File: src/rtl/debounce_sync_pkg.sv
// Shared definitions for the debouncer: FSM encoding, parameter limits and
// a counter-width helper that downstream benches can reuse.
package debounce_sync_pkg;

  typedef enum logic [1:0] {
    STABLE_LO = 2'd0,
    WAIT_HI   = 2'd1,
    STABLE_HI = 2'd2,
    WAIT_LO   = 2'd3
  } db_state_e;

  localparam int SYNC_STAGES_MIN = 2;
  localparam int SYNC_STAGES_MAX = 4;
  localparam int DB_CYCLES_MIN   = 1;
  localparam int DB_CYCLES_MAX   = 65535;

  // Smallest width able to hold the value n (at least 1 bit).
  function automatic int cnt_width(input int n);
    int w;
    w = 1;
    while ((1 << w) <= n) w++;
    return w;
  endfunction

endpackage

File: src/rtl/sync_chain.sv
// Multi-flop synchronizer for a single asynchronous bit; cleared by reset.
module sync_chain #(
  parameter int STAGES = 2
) (
  input  logic CLK,
  input  logic RST,
  input  logic D,
  output logic Q
);

  logic [STAGES-1:0] r_sync;

  always_ff @(posedge CLK or negedge RST) begin
    if (!RST) r_sync <= '0;
    else      r_sync <= {r_sync[STAGES-2:0], D};
  end

  assign Q = r_sync[STAGES-1];

endmodule

File: src/rtl/debounce_sync.sv
// Synchronizes a raw input and only moves Q after DB_CYCLES consecutive
// samples disagree with it; RISE/FALL mark the first cycle of a new level.
module debounce_sync
  import debounce_sync_pkg::*;
#(
  parameter int SYNC_STAGES = 2,
  parameter int DB_CYCLES   = 16
) (
  input  logic CLK,
  input  logic RST,
  input  logic D_IN,
  output logic Q,
  output logic RISE,
  output logic FALL,
  output logic BUSY
);

  localparam int            CW       = cnt_width(DB_CYCLES);
  localparam logic [CW-1:0] CNT_LAST = CW'(DB_CYCLES - 1);

  logic          w_s;
  db_state_e     r_state;
  logic [CW-1:0] r_cnt;

  sync_chain #(.STAGES(SYNC_STAGES)) u_sync (
    .CLK (CLK),
    .RST (RST),
    .D   (D_IN),
    .Q   (w_s)
  );

  // Outputs are registered alongside the state so nothing downstream sees
  // a combinational path from the synchronizer.
  always_ff @(posedge CLK or negedge RST) begin
    if (!RST) begin
      r_state <= STABLE_LO;
      r_cnt   <= '0;
      Q       <= 1'b0;
      RISE    <= 1'b0;
      FALL    <= 1'b0;
      BUSY    <= 1'b0;
    end else begin
      RISE <= 1'b0;
      FALL <= 1'b0;
      case (r_state)
        STABLE_LO: if (w_s) begin
          if (DB_CYCLES == 1) begin
            r_state <= STABLE_HI;
            Q       <= 1'b1;
            RISE    <= 1'b1;
          end else begin
            r_state <= WAIT_HI;
            r_cnt   <= CW'(1);
            BUSY    <= 1'b1;
          end
        end
        WAIT_HI: begin
          if (!w_s) begin
            r_state <= STABLE_LO;
            r_cnt   <= '0;
            BUSY    <= 1'b0;
          end else if (r_cnt == CNT_LAST) begin
            r_state <= STABLE_HI;
            r_cnt   <= '0;
            Q       <= 1'b1;
            RISE    <= 1'b1;
            BUSY    <= 1'b0;
          end else begin
            r_cnt <= r_cnt + CW'(1);
          end
        end
        STABLE_HI: if (!w_s) begin
          if (DB_CYCLES == 1) begin
            r_state <= STABLE_LO;
            Q       <= 1'b0;
            FALL    <= 1'b1;
          end else begin
            r_state <= WAIT_LO;
            r_cnt   <= CW'(1);
            BUSY    <= 1'b1;
          end
        end
        WAIT_LO: begin
          if (w_s) begin
            r_state <= STABLE_HI;
            r_cnt   <= '0;
            BUSY    <= 1'b0;
          end else if (r_cnt == CNT_LAST) begin
            r_state <= STABLE_LO;
            r_cnt   <= '0;
            Q       <= 1'b0;
            FALL    <= 1'b1;
            BUSY    <= 1'b0;
          end else begin
            r_cnt <= r_cnt + CW'(1);
          end
        end
        default: begin
          r_state <= STABLE_LO;
          r_cnt   <= '0;
          Q       <= 1'b0;
          BUSY    <= 1'b0;
        end
      endcase
    end
  end

endmodule

File: config.mk
export PLATFORM = sky130hd
export DESIGN_NAME = debounce_sync
export DESIGN_NICKNAME = d
export VERILOG_FILES = /design/src/rtl/debounce_sync_pkg.sv /design/src/rtl/sync_chain.sv /design/src/rtl/debounce_sync.sv
export SDC_FILE = /design/constraint.sdc
export NUM_CORES = 1
export LEC_CHECK = 0
export BUFFER_PORTS_ARGS = -buffer_cell sky130_fd_sc_hd__buf_2
export CAP_MARGIN = 20
export CORE_AREA = 2 2 39 41
export CTS_BUF_LIST = sky130_fd_sc_hd__clkbuf_16
export CTS_CLUSTER_DIAMETER = 120
export CTS_CLUSTER_SIZE = 24
export DETAILED_ROUTE_END_ITERATION = 8
export DIE_AREA = 0 0 41 43
export PLACE_DENSITY = 0.59
export SYNTH_ARGS = -nofsm -noshare
export SYNTH_HDL_FRONTEND = slang
export SYNTH_SLANG_ARGS = --single-unit
export TNS_END_PERCENT = 5
File: constraint.sdc
create_clock -name CLK -period 1.9 [get_ports CLK]
set_input_delay 0.38 -clock CLK [delete_from_list [all_inputs] [get_ports CLK]]
set_output_delay 0.38 -clock CLK [all_outputs]
set_load 0.02 [all_outputs]
## Word-level counts from Yosys, hierarchy flattened

Cells that the tools add are included.

| operators by class | value |
|---|---|
| div/mod/pow operators | 0 |
| reductions and logical operators | 5 |
| $mul | 0 |
| $add $sub $neg | 1 |
| shift-type cells | 0 |
| bitwise gates (word level) | 0 |
| mux-type cells | 29 |
| equal/unequal tests | 12 |
| $lt $le $gt $ge | 0 |

Operator list:

| cell | count |
|---|---|
| $mux W5 | 5 |
| $pmux W5 S4 | 1 |
| $mux W1 | 14 |
| $mux W2 | 6 |
| $ne A2 B2 Y1 const B | 4 |
| $pmux W2 S4 | 1 |
| $add A5 B1 Y5 const B | 1 |
| $eq A5 B4 Y1 const B | 1 |
| $reduce_and A5 Y1 | 1 |
| $eq A2 B2 Y1 const B | 2 |
| $ne A2 B1 Y1 const B | 2 |
| $pmux W1 S4 | 1 |
| $reduce_and A4 Y1 | 1 |
| $ne A3 B2 Y1 const B | 1 |
| $ne A3 B3 Y1 const B | 1 |
| $eq A2 B1 Y1 const B | 1 |
| $logic_not A2 Y1 | 1 |
| $pmux W1 S2 | 1 |
| $reduce_and A2 Y1 | 1 |
| $reduce_bool A2 Y1 | 1 |

| word-level totals | value |
|---|---|
| register bits after elaboration | 13 |
| bits in read-only memories | 0 |
| output and inout bits | 4 |
| bits of input ports | 3 |
| memory bits (writable) | 0 |
| memories | 0 |
| bits in latches | 0 |

## Depth between registers and ports, before layout

| depth | value |
|---|---|
| depth after elaboration | 4 |
| gate-level depth with buffers | 5 |
| mapped depth without buffers | 4 |

## Modules after synthesis

Synthesis repeated with hierarchy kept, for this count alone.

| second synthesis, totals | value |
|---|---|
| cells, all modules | 49 |
| area total of the unflattened synthesis | 549.3 um^2 |

By module, submodules not included:

| module | area an instance (um^2) | times used | cells an instance |
|---|---|---|---|
| debounce_sync | 499.2 | 1 | 47 |
| sync_chain | 50.0 | 1 | 2 |

## Least setup slack after synthesis

OpenSTA, ideal clock, no wires.

| timing path | value |
|---|---|
| path type | register -> register |
| start | register r_cnt[0] |
| end | register with a tool-made name |
| period minus slack after synthesis | 1.335 ns |
| buffers on the path | 1 |
| cell stages (with the launch flop) | 6 |
| data arrival time | 1.216 ns |
| required time | 1.781 ns |
| library setup time | 0.119 ns |
| setup slack | 0.565 ns |
| cells stage by stage | dfrtp_1 -> ha_1 -> and4b_1 -> buf_2 -> nand3_1 -> a21bo_1 |

RTL lines:

| element | line | source |
|---|---|---|
| start: declaration | debounce_sync.sv:23 | `logic [CW-1:0] r_cnt;` |
| start signal: assignment | debounce_sync.sv:69 | `r_cnt <= r_cnt + CW'(1);` |
| start signal: assignment | debounce_sync.sv:95 | `r_cnt <= r_cnt + CW'(1);` |

==> metrics.md <==
| Metric | Value |
|---|---|
| Status | `completed` |
| I/O pin cnt | `7` |
| Fmax | `~730 MHz` |
| Initial drt markers | `5` |
| Setup total negative slack | `0 ps` |
| Clk slew on worst S/H paths | `roughly 40 ps` |
| Vias | `385` |
| Final Hold Vio Count | `0` |
| Average size of a mapped cell | `approximately 11 µm²` |
| CTS sink count | `13` |
| Int Pwr | `slightly below 0.6 mW` |
| Mapped Area | `around 560 µm²` |
| Setup CP Type | `flip-flop to flip-flop` |
| Post-CTS resize count | `0` |
| GRT Total Usage | `0.1566` |
| Inserted Diodes | `0` |
| Layout cells sized above 1 | `0.1754` |
| Main synth FF type | `dfrtp_1` |
| Row Count | `14` |
| Routed WL | `slightly below 1000 µm` |
| Sequential-to-total area share from yosys stat | `0.5804` |
| Clk buf depth | `2` |
| First-pass DRT Iterations | `4` |
| Pin count of the biggest net entering global routing | `14` |
| Netlist cell types | `26` |
| Starting Density | `0.4051` |
| Max H-tree Level | `1` |
| Die area | `between 0.0015 and 0.002 mm²` |
| Max-Cap Viols | `0` |
| Fin crit period | `~1400 ps` |
| Leak pwr | `~0.34 nW` |
| Die width | `41 µm` |
| Vias in the first global route | `384` |
| Net Sw Power | `0.1490 mW` |
| Worst Path Arrival | `roughly 1500 ps` |
| Hold Buf Count CTS | `0` |
| Worst Max-Slew Pin Slew | `between 300 and 400 ps` |
| Sw Ratio | `0.2027` |
| Antenna violations before repair | `0` |
| Synth Warn # | `0` |
| CORE AREA | `0.001384 mm²` |
| Clock power frac | `0.528` |
| CP bufs+invs | `0` |
| Critical path data required time | `about 2000 ps` |
| Multi-input gate area | `between 200 and 250 µm²` |
| Sequential group share of total power | `0.414` |
| Vias per inst | `about 5.3` |
| Post-synth EDFFs | `0` |
| Hold WS | `~21 ps` |
| GR Overflow Total | `0` |
| RSZ-0062 raised after global routing | `no` |
| Post-synthesis net count | `53` |
| Max Slew Vio Count | `0` |
| Max_slew headroom | `0.7745` |
| Worst vdd ir | `around 0.75 mV` |
| Post-CTS Setup Inserts | `0` |
| Hold Path Class | `primary input to asynchronous set/reset pin` |
| FF+latch count, synth | `13` |
| Filler Cell Count | `about 120` |
| PwrDens | `approximately 1100 mW/mm²` |
| CTS Root Cell | `clkbuf_16` |
| Area growth from synthesis to layout | `20.76%` |
| DR WL/cell | `between 10 and 15 µm` |
| Combinational share of power | `0.058` |
| CTS Buf Count | `3` |
| Final nets | `62` |
| DP HPWL | `roughly 630 µm` |
| Worst-Skew Late Latency | `240 ps` |
| Slowest-stage cell, CP | `dfrtp_1` |
| Number of port buffers | `6` |
| Crit Path Max Fanout | `7` |
| Register Area | `roughly 330 µm²` |
| First-pass GRT wire length | `~1700 µm` |
| Syn Inst Count | `between 40 and 50` |
| Tcrit/Tclk final | `0.7202` |
| Delay-heaviest family, CP | `simple AND/OR/NAND/NOR gates` |
| FFs w/ async S/R, synth | `1.000` |
| Critical Path End Type | `flip-flop` |
| Die Y-Extent | `43 µm` |
| Clock skew | `1.171 ps` |
| Crit-path cells | `ha_1 > and4b_1 > nand3_1 > a21bo_1` |
| # DRC | `0` |
| Setup Viol. Count Final | `0` |
| CTS tree | `built` |
| Gpl congestion | `around 0.75` |
| Final ANT Viol Nets | `0` |
| Critical Path Start Type | `flip-flop` |
| Max incr delay on CP | `390 ps` |
[stage by stage]
stage	setup slack [ps]	area [µm²]	instances	util	total power, mW
finish	531.6	676.9	73	0.4892	0.7353
global route	442.8	676.9	73	0.4892	0.7628
CTS	537.2	676.9	73	0.4892	0.7424
detailed placement	549.1	598.1	69	0.4322	0.3518
global placement	558.5	598.1	69	0.4322	0.3512
floorplan	565.0	560.5	49	-	0.3357
[synthesized netlist by cell type (all sizes together) (2+ instances only)]
cell type   n  area (µm²)
nor2        3       11.26
nand3       5       25.02
xor2        2       17.52
nand2       3       11.26
a21oi       2       10.01
xnor2       2       17.52
o21ai       2       10.00
dfrtp      13       325.3
buf         2       16.26
[registers in the layout, summed over array words and instances (netlist names), named ones only]
| signal | flops |
|---|---|
| FALL | 1 |
| r_state | 1 |
| Q | 1 |
| u_sync.r_sync | 2 |
| r_cnt | 5 |
| BUSY | 1 |
| RISE | 1 |
[logic make-up after synthesis]
group	share of synthesized area
buffers and inverters	0.04239
XOR/XNOR	0.06251
flip-flops	0.5804
AO/OA/AOI/OAI	0.1563
AND/OR/NAND/NOR	0.1362
adder cells (fa/ha/maj)	0.02232
[final timing paths]
kind / cells past startpoint / from / slack [ps] / end
hold / removal: 1 / RST / 20 / FALL
setup / recovery: 4 / r_cnt[0] / 530 / flip-flop
setup reg to reg: 4 / r_cnt[0] / 530 / flip-flop
min in group CLK: 1 / D_IN / 250 / u_sync.r_sync[0]
hold reg to reg: 0 / u_sync.r_sync[0] / 340 / u_sync.r_sync[1]
max in group asynchronous: 1 / RST / 1650 / u_sync.r_sync[0]
[final cells by class]
cell class	instances	area share
Timing Repair Buffer	7	0.05545
Clock buffer	3	0.1109
Clock inverter	1	0.005545
Sequential cell	13	0.4806
Tap cell	16	0.02957
Multi-Input combinational cell	32	0.3124
Inverter	1	0.005545
[routing by layer]
metal  vias to the layer above  track usage  part of all wire
met5                         -            0                 0
met4                         0       0.1200             0.037
met3                         5      0.06283             0.085
met2                        15       0.2063              0.43
met1                       175       0.1952              0.44
li1                        190            -                 -
[layout by cell type, fill, tap and decap left out]
cell       Yosys  final
dfrtp_1       13     13
xor2_1         2      2
nor3_1         1      1
a31o_1         1      1
inv_1          1      2
a21bo_1        1      1
nor3b_1        1      1
o41ai_1        1      1
a21oi_1        2      2
o21ai_0        1      1
a32o_1         1      1
buf_4          0      1
o21a_1         1      1
and3_1         1      1
a21boi_1       1      1
o2bb2ai_1      1      1
nor2_1         3      3
clkbuf_16      0      3
o21ai_1        1      1
nand2_1        3      3
nand3_1        5      5
a31oi_1        1      1
buf_2          1      6
ha_1           1      1
xnor2_1        2      2
and4b_1        1      1
[power groups by stage]
stage | registers, mW | logic [mW] | clock network, mW
finish | 0.304 | 0.0427 | 0.388
global route | 0.307 | 0.0492 | 0.406
CTS | 0.304 | 0.0437 | 0.394
detailed placement | 0.308 | 0.0438 | 0
global placement | 0.308 | 0.0433 | 0
floorplan | 0.306 | 0.0301 | 0
(Power assumes the default switching activity.)
